--- src/rtl/expu_arbiter.sv ---
// Round-robin arbiter sharing one EXPU among N_REQ requesters; burst lock on last, tag-routed returns, drain/clear flush.
// Zero added latency in both directions; backpressure passes through combinationally (a stalled requester stalls the EXPU pipe).
module expu_arbiter #(
  parameter  int N_REQ           = 2,
  parameter  int N_ROWS          = 1,
  parameter  int WIDTH           = 16,
  parameter  int MAX_OUTSTANDING = 8,
  localparam int ID_W            = $clog2(N_REQ)
) (
  input  logic                                     clk_i,
  input  logic                                     rst_i,
  input  logic                                     flush_i,
  input  logic [N_REQ-1:0]                         req_valid_i,
  output logic [N_REQ-1:0]                         req_ready_o,
  input  logic [N_REQ-1:0]                         req_last_i,
  input  logic [N_REQ-1:0][N_ROWS-1:0][WIDTH-1:0]  req_op_i,
  input  logic [N_REQ-1:0][N_ROWS-1:0]             req_strb_i,
  output logic [N_REQ-1:0]                         rsp_valid_o,
  input  logic [N_REQ-1:0]                         rsp_ready_i,
  output logic [N_ROWS-1:0][WIDTH-1:0]             rsp_res_o,
  output logic [N_ROWS-1:0]                        rsp_strb_o,
  output logic                                     expu_valid_o,
  input  logic                                     expu_ready_i,
  output logic [N_ROWS-1:0][WIDTH-1:0]             expu_op_o,
  output logic [N_ROWS-1:0]                        expu_strb_o,
  output logic [ID_W-1:0]                          expu_tag_o,
  input  logic                                     expu_valid_i,
  output logic                                     expu_ready_o,
  input  logic [N_ROWS-1:0][WIDTH-1:0]             expu_res_i,
  input  logic [N_ROWS-1:0]                        expu_strb_i,
  input  logic [ID_W-1:0]                          expu_tag_i,
  input  logic                                     expu_busy_i,
  output logic                                     expu_enable_o,
  output logic                                     expu_clear_o,
  output logic                                     flush_done_o
);

  localparam int CNT_W = $clog2(MAX_OUTSTANDING + 1);

  typedef enum logic [1:0] {IDLE, LOCKED, DRAIN, CLEAR} state_t;

  state_t                        state_q, state_d;
  logic [ID_W-1:0]               rr_q, rr_d;
  logic [ID_W-1:0]               owner_q, owner_d;
  logic                          flush_pend_q, flush_pend_d;
  logic [N_REQ-1:0][CNT_W-1:0]   cnt_q, cnt_d;

  logic [N_REQ-1:0]              elig;
  logic                          gnt_vld;
  logic [ID_W-1:0]               gnt_id;
  logic                          xfer;
  logic                          rsp_hs;
  int                            idx;

  function automatic logic [ID_W-1:0] next_id(input logic [ID_W-1:0] id);
    return (id == ID_W'(N_REQ - 1)) ? '0 : id + 1'b1;
  endfunction

  // Grants are withheld during reset and as soon as a flush is pending.
  always_comb begin
    gnt_vld = 1'b0;
    gnt_id  = '0;
    idx     = 0;
    for (int k = 0; k < N_REQ; k++) begin
      elig[k] = req_valid_i[k] && (cnt_q[k] < CNT_W'(MAX_OUTSTANDING));
    end
    if (!rst_i && !flush_pend_q) begin
      if (state_q == IDLE) begin
        for (int i = 0; i < N_REQ; i++) begin
          idx = int'(rr_q) + i;
          if (idx >= N_REQ) idx = idx - N_REQ;
          if (!gnt_vld && elig[idx]) begin
            gnt_vld = 1'b1;
            gnt_id  = ID_W'(idx);
          end
        end
      end else if (state_q == LOCKED && elig[owner_q]) begin
        gnt_vld = 1'b1;
        gnt_id  = owner_q;
      end
    end
  end

  assign expu_valid_o = gnt_vld;
  assign expu_op_o    = req_op_i[gnt_id];
  assign expu_strb_o  = req_strb_i[gnt_id];
  assign expu_tag_o   = gnt_id;
  assign xfer         = gnt_vld & expu_ready_i;

  assign rsp_res_o    = expu_res_i;
  assign rsp_strb_o   = expu_strb_i;
  assign expu_ready_o = ~expu_valid_i | rsp_ready_i[expu_tag_i];
  assign rsp_hs       = expu_valid_i & expu_ready_o;

  always_comb begin
    for (int k = 0; k < N_REQ; k++) begin
      req_ready_o[k] = xfer && (gnt_id == ID_W'(k));
      rsp_valid_o[k] = expu_valid_i && (expu_tag_i == ID_W'(k));
      cnt_d[k]       = cnt_q[k];
      if (req_ready_o[k] && !(rsp_hs && rsp_valid_o[k])) cnt_d[k] = cnt_q[k] + CNT_W'(1);
      if (!req_ready_o[k] && (rsp_hs && rsp_valid_o[k])) cnt_d[k] = cnt_q[k] - CNT_W'(1);
    end
  end

  always_comb begin
    state_d      = state_q;
    rr_d         = rr_q;
    owner_d      = owner_q;
    flush_pend_d = flush_pend_q | flush_i;
    case (state_q)
      IDLE: begin
        if (flush_pend_q) begin
          state_d = DRAIN;
        end else if (xfer) begin
          if (req_last_i[gnt_id]) begin
            rr_d = next_id(gnt_id);
          end else begin
            state_d = LOCKED;
            owner_d = gnt_id;
          end
        end
      end
      LOCKED: begin
        if (flush_pend_q) begin
          state_d = DRAIN;
        end else if (xfer && req_last_i[owner_q]) begin
          state_d = IDLE;
          rr_d    = next_id(owner_q);
        end
      end
      DRAIN: begin
        if (cnt_q == '0 && !expu_busy_i) state_d = CLEAR;
      end
      CLEAR: begin
        state_d      = IDLE;
        rr_d         = '0;
        flush_pend_d = 1'b0;
      end
      default: state_d = IDLE;
    endcase
  end

  always_ff @(posedge clk_i) begin
    if (rst_i) begin
      state_q      <= IDLE;
      rr_q         <= '0;
      owner_q      <= '0;
      flush_pend_q <= 1'b0;
      cnt_q        <= '0;
    end else begin
      state_q      <= state_d;
      rr_q         <= rr_d;
      owner_q      <= owner_d;
      flush_pend_q <= flush_pend_d;
      cnt_q        <= cnt_d;
    end
  end

  assign expu_enable_o = ~rst_i;
  assign expu_clear_o  = (state_q == CLEAR);
  assign flush_done_o  = (state_q == CLEAR);

  a_no_underflow: assert property (@(posedge clk_i) disable iff (rst_i)
    rsp_hs |-> (cnt_q[expu_tag_i] != '0));

  generate
    if ((1 << ID_W) != N_REQ) begin : g_tag_chk
      a_tag_range: assert property (@(posedge clk_i) disable iff (rst_i)
        expu_valid_i |-> (int'(expu_tag_i) < N_REQ));
    end
  endgenerate

endmodule

--- config.mk ---
export PLATFORM = sky130hd
export DESIGN_NAME = expu_arbiter
export DESIGN_NICKNAME = d
export VERILOG_FILES = /design/src/rtl/expu_arbiter.sv
export SDC_FILE = /design/constraint.sdc
export NUM_CORES = 1
export LEC_CHECK = 0
export CAP_MARGIN = 20
export CORE_MARGIN = 8
export CORE_UTILIZATION = 45
export CTS_BUF_LIST = sky130_fd_sc_hd__clkbuf_8
export DETAILED_ROUTE_END_ITERATION = 7
export DONT_BUFFER_PORTS = 1
export PLACE_DENSITY = 0.65
export SLEW_MARGIN = 5
export SYNTH_ARGS = -nofsm -noshare
export SYNTH_HDL_FRONTEND = slang
export SYNTH_SLANG_ARGS = --single-unit
--- constraint.sdc ---
create_clock -name clk_i -period 3 [get_ports clk_i]
set_clock_uncertainty 0.2 [all_clocks]
set_input_delay 0.3 -clock clk_i [delete_from_list [all_inputs] [get_ports clk_i]]
set_output_delay 0.3 -clock clk_i [all_outputs]
set_load 0.01 [all_outputs]
==> impl_metrics.json <==
{
  "worst-path-max-fanout": 5,
  "synth_warnings": 0,
  "drtIter0Drc": 62,
  "fmax_mhz": 355,
  "fin_setup_tns_ns": 0,
  "core_area_sq_um": 2760,
  "cts-root-buf": "clkbuf_8",
  "status": "complete, no violations",
  "cts_setup_buffers": 0,
  "die_x_microns": 69.9,
  "antenna_found_initial": 0,
  "arrival_ns": 2.79,
  "grt_pass1_vias": 1263,
  "power_density_nw_per_um2": 388,
  "synth_edf_count": 0,
  "rr_startpoint": "cnt_q[3]",
  "dp_hpwl_microns": 2880,
  "hold_class": "in -> reg",
  "numCtsBuffers": 3,
  "worst_slew_pin_slew_ns": 0.545,
  "grt_use_total_pct": 13.4,
  "regToRegEndpoint": "cnt_q[6]",
  "synth_flop_cell": "dfxtp_1",
  "diodes": 0,
  "rows": 19,
  "clock_tree.buffer_depth": 2,
  "r2r_cells": 12,
  "final_cell_mix": "59 x nand2_1, 13 x nor2_1, 13 x dfxtp_1",
  "place.gp.congestion": 0.954,
  "critPathLaunch": "cnt_q[3]",
  "synth.top_cell.area_share_pct": 19.9,
  "setup_viol": 0,
  "cts_tree": "done",
  "crit_end": "cnt_q[6]",
  "end_kind": "flip-flop",
  "utilization_pct": 47.3,
  "synth_top_area_cell": "dfxtp_1",
  "slew_viol_final": 0,
  "ys_async_sr_fraction_pct": 0,
  "die_y_microns": 69.9,
  "routed_via_density": 5.90,
  "final_common_cell": "nand2_1",
  "wire_per_inst_microns": 16.8,
  "r2r_slack_ns": 0.19,
  "ys_ff_latch": 13,
  "num_vias": 1250,
  "syn_area_per_cell_sq_um": 6.73,
  "totalWireLength_microns": 3570,
  "netlist_area_sq_um": 1310,
  "synth_cells": 194,
  "clock_sinks": 13,
  "relSlewSlack_pct": 63.3,
  "seq_area_frac_synth_pct": 19.9,
  "syn_nets": 264,
  "final_hold_viol_count": 0,
  "dieArea_sq_um": 4880,
  "drive_above_1_share_pct": 11.6,
  "syn2layout_area_growth_pct": -0.192,
  "overflow": 0,
  "ys_types": 40,
  "clk_latency_ns": 0.25,
  "rsz0062_at_grt": "no",
  "synth.area.top_cells": "dfxtp_1 20%, nand2_1 17%, buf_4 10%",
  "clk_pin_slew_ns": 0.06,
  "ios": 108,
  "fin_crit_sh_pct": 93.8,
  "crit_type": "reg -> reg",
  "grt_pass1_wl_microns": 5640,
  "drc_errors": 0,
  "ir_drop_uv": 291,
  "htree_levels": 1,
  "start_util_pct": 47.4,
  "fin_crit_ns": 2.81,
  "leakage_nw": 0.624,
  "numPortBuffers": 0,
  "nNetsFinal": 252,
  "required_ns": 2.98,
  "dr.pass1.iters": 4,
  "drv_cap": 0,
  "grt_max_degree": 20,
  "cp-start-kind": "flip-flop",
  "drtAntennaViolNets": 0
}
worst max-delay path, cell delays in order, from the launching register on:
cell and delay [ns]:
dfxtp_1 0.34, or3b_1 0.40, a211o_1 0.35, nand3_2 0.10, inv_1 0.05, nand2_1 0.08
ha_2 0.23, xor2_1 0.16, ha_1 0.17, a21oi_1 0.05, xor2_1 0.16, or3_1 0.32
a21oi_1 0.14
kinds of logic (layout without fill, tap and decap cells):
family                   Yosys count  after routing  share of synthesized area [%]
flip-flops                        13             13                           19.9
multiplexers                       6              6                           4.60
buffers and inverters             32             19                           14.6
adder cells (fa/ha/maj)            6              6                           5.75
XOR/XNOR                           8              8                           5.36
AND/OR/NAND/NOR                  105            105                           37.9
AO/OA/AOI/OAI                     24             24                           11.9
metal layers:
metal | part of all wire [%] | GRT usage [%] | up-vias
li1 | - | - | 604
met1 | 39 | 13.5 | 576
met2 | 51 | 24.3 | 64
met3 | 8.9 | 4.66 | 6
met4 | 1.3 | 5.58 | 0
met5 | 0 | 0 | -
power by group:
part	leakage [nW]	switching, W	internal, W
Combinational	0.493	0.0000931	0.0000578
Clock	0.0255	0.0000652	0.0000918
Sequential	0.106	0.0000153	0.000183
area by class of cell:
cell class	instances	area, sq um
Multi-Input combinational cell	149	866
Fill cell	300	1450
Sequential cell	13	260
Inverter	6	22.5
Tap cell	31	38.8
Timing Repair Buffer	9	70.1
Clock inverter	1	5.00
Clock buffer	3	41.3
repair_timing:
item	in CTS	in global routing
setup endpoints to repair	0	3
gates resized for setup	0	3
hold buffers	1	0
endpoints found under the hold margin	12	0
worst min path at each step:
| stage | slack [ns] | cells after the start | to | start |
|---|---|---|---|---|
| after global routing | 0.04 | 2 | flush_pend_q | flush_i |
| after global placement | 0.17 | 1 | cnt_q[6] | rst_i |
| after CTS | 0.03 | 2 | flush_pend_q | flush_i |
| final | 0.03 | 2 | flush_pend_q | flush_i |
| after detailed placement | 0.17 | 1 | state_q[0] | rst_i |
| after floorplan | 0.23 | 2 | rr_q | rr_q |
per-stage QoR:
stage	instances	setup slack (ns)	area, sq um	hold WS [ns]	total power (W)
6_report	212	0.185	1300	0.0330	0.000506
5_1_grt	212	0.00476	1300	0.0354	0.000535
4_1_cts	212	0.145	1290	0.0284	0.000508
3_5_place_dp	207	0.174	1240	0.174	0.000349
3_3_place_gp	207	0.220	1240	0.171	0.000346
2_1_floorplan	194	0.0331	1310	0.231	0.000343
state kept, by name, summed over array words and instances (netlist names):
name	count
cnt_q	8
flush_pend_q	1
owner_q	1
rr_q	1
state_q	2
synth_stat cells (2+ instances only):
master / n
a21oi_1: 8
and2_1: 3
buf_2: 2
buf_4: 18
clkbuf_1: 6
dfxtp_1: 13
ha_1: 6
inv_1: 6
mux2i_1: 6
nand2_1: 59
nand3_1: 4
nand3b_1: 4
nor2_1: 13
nor2b_1: 2
nor3_1: 3
nor3b_1: 2
nor4_1: 3
o21ai_0: 7
or3_1: 2
xnor2_1: 2
xor2_1: 6
(Power assumes the default switching activity.)
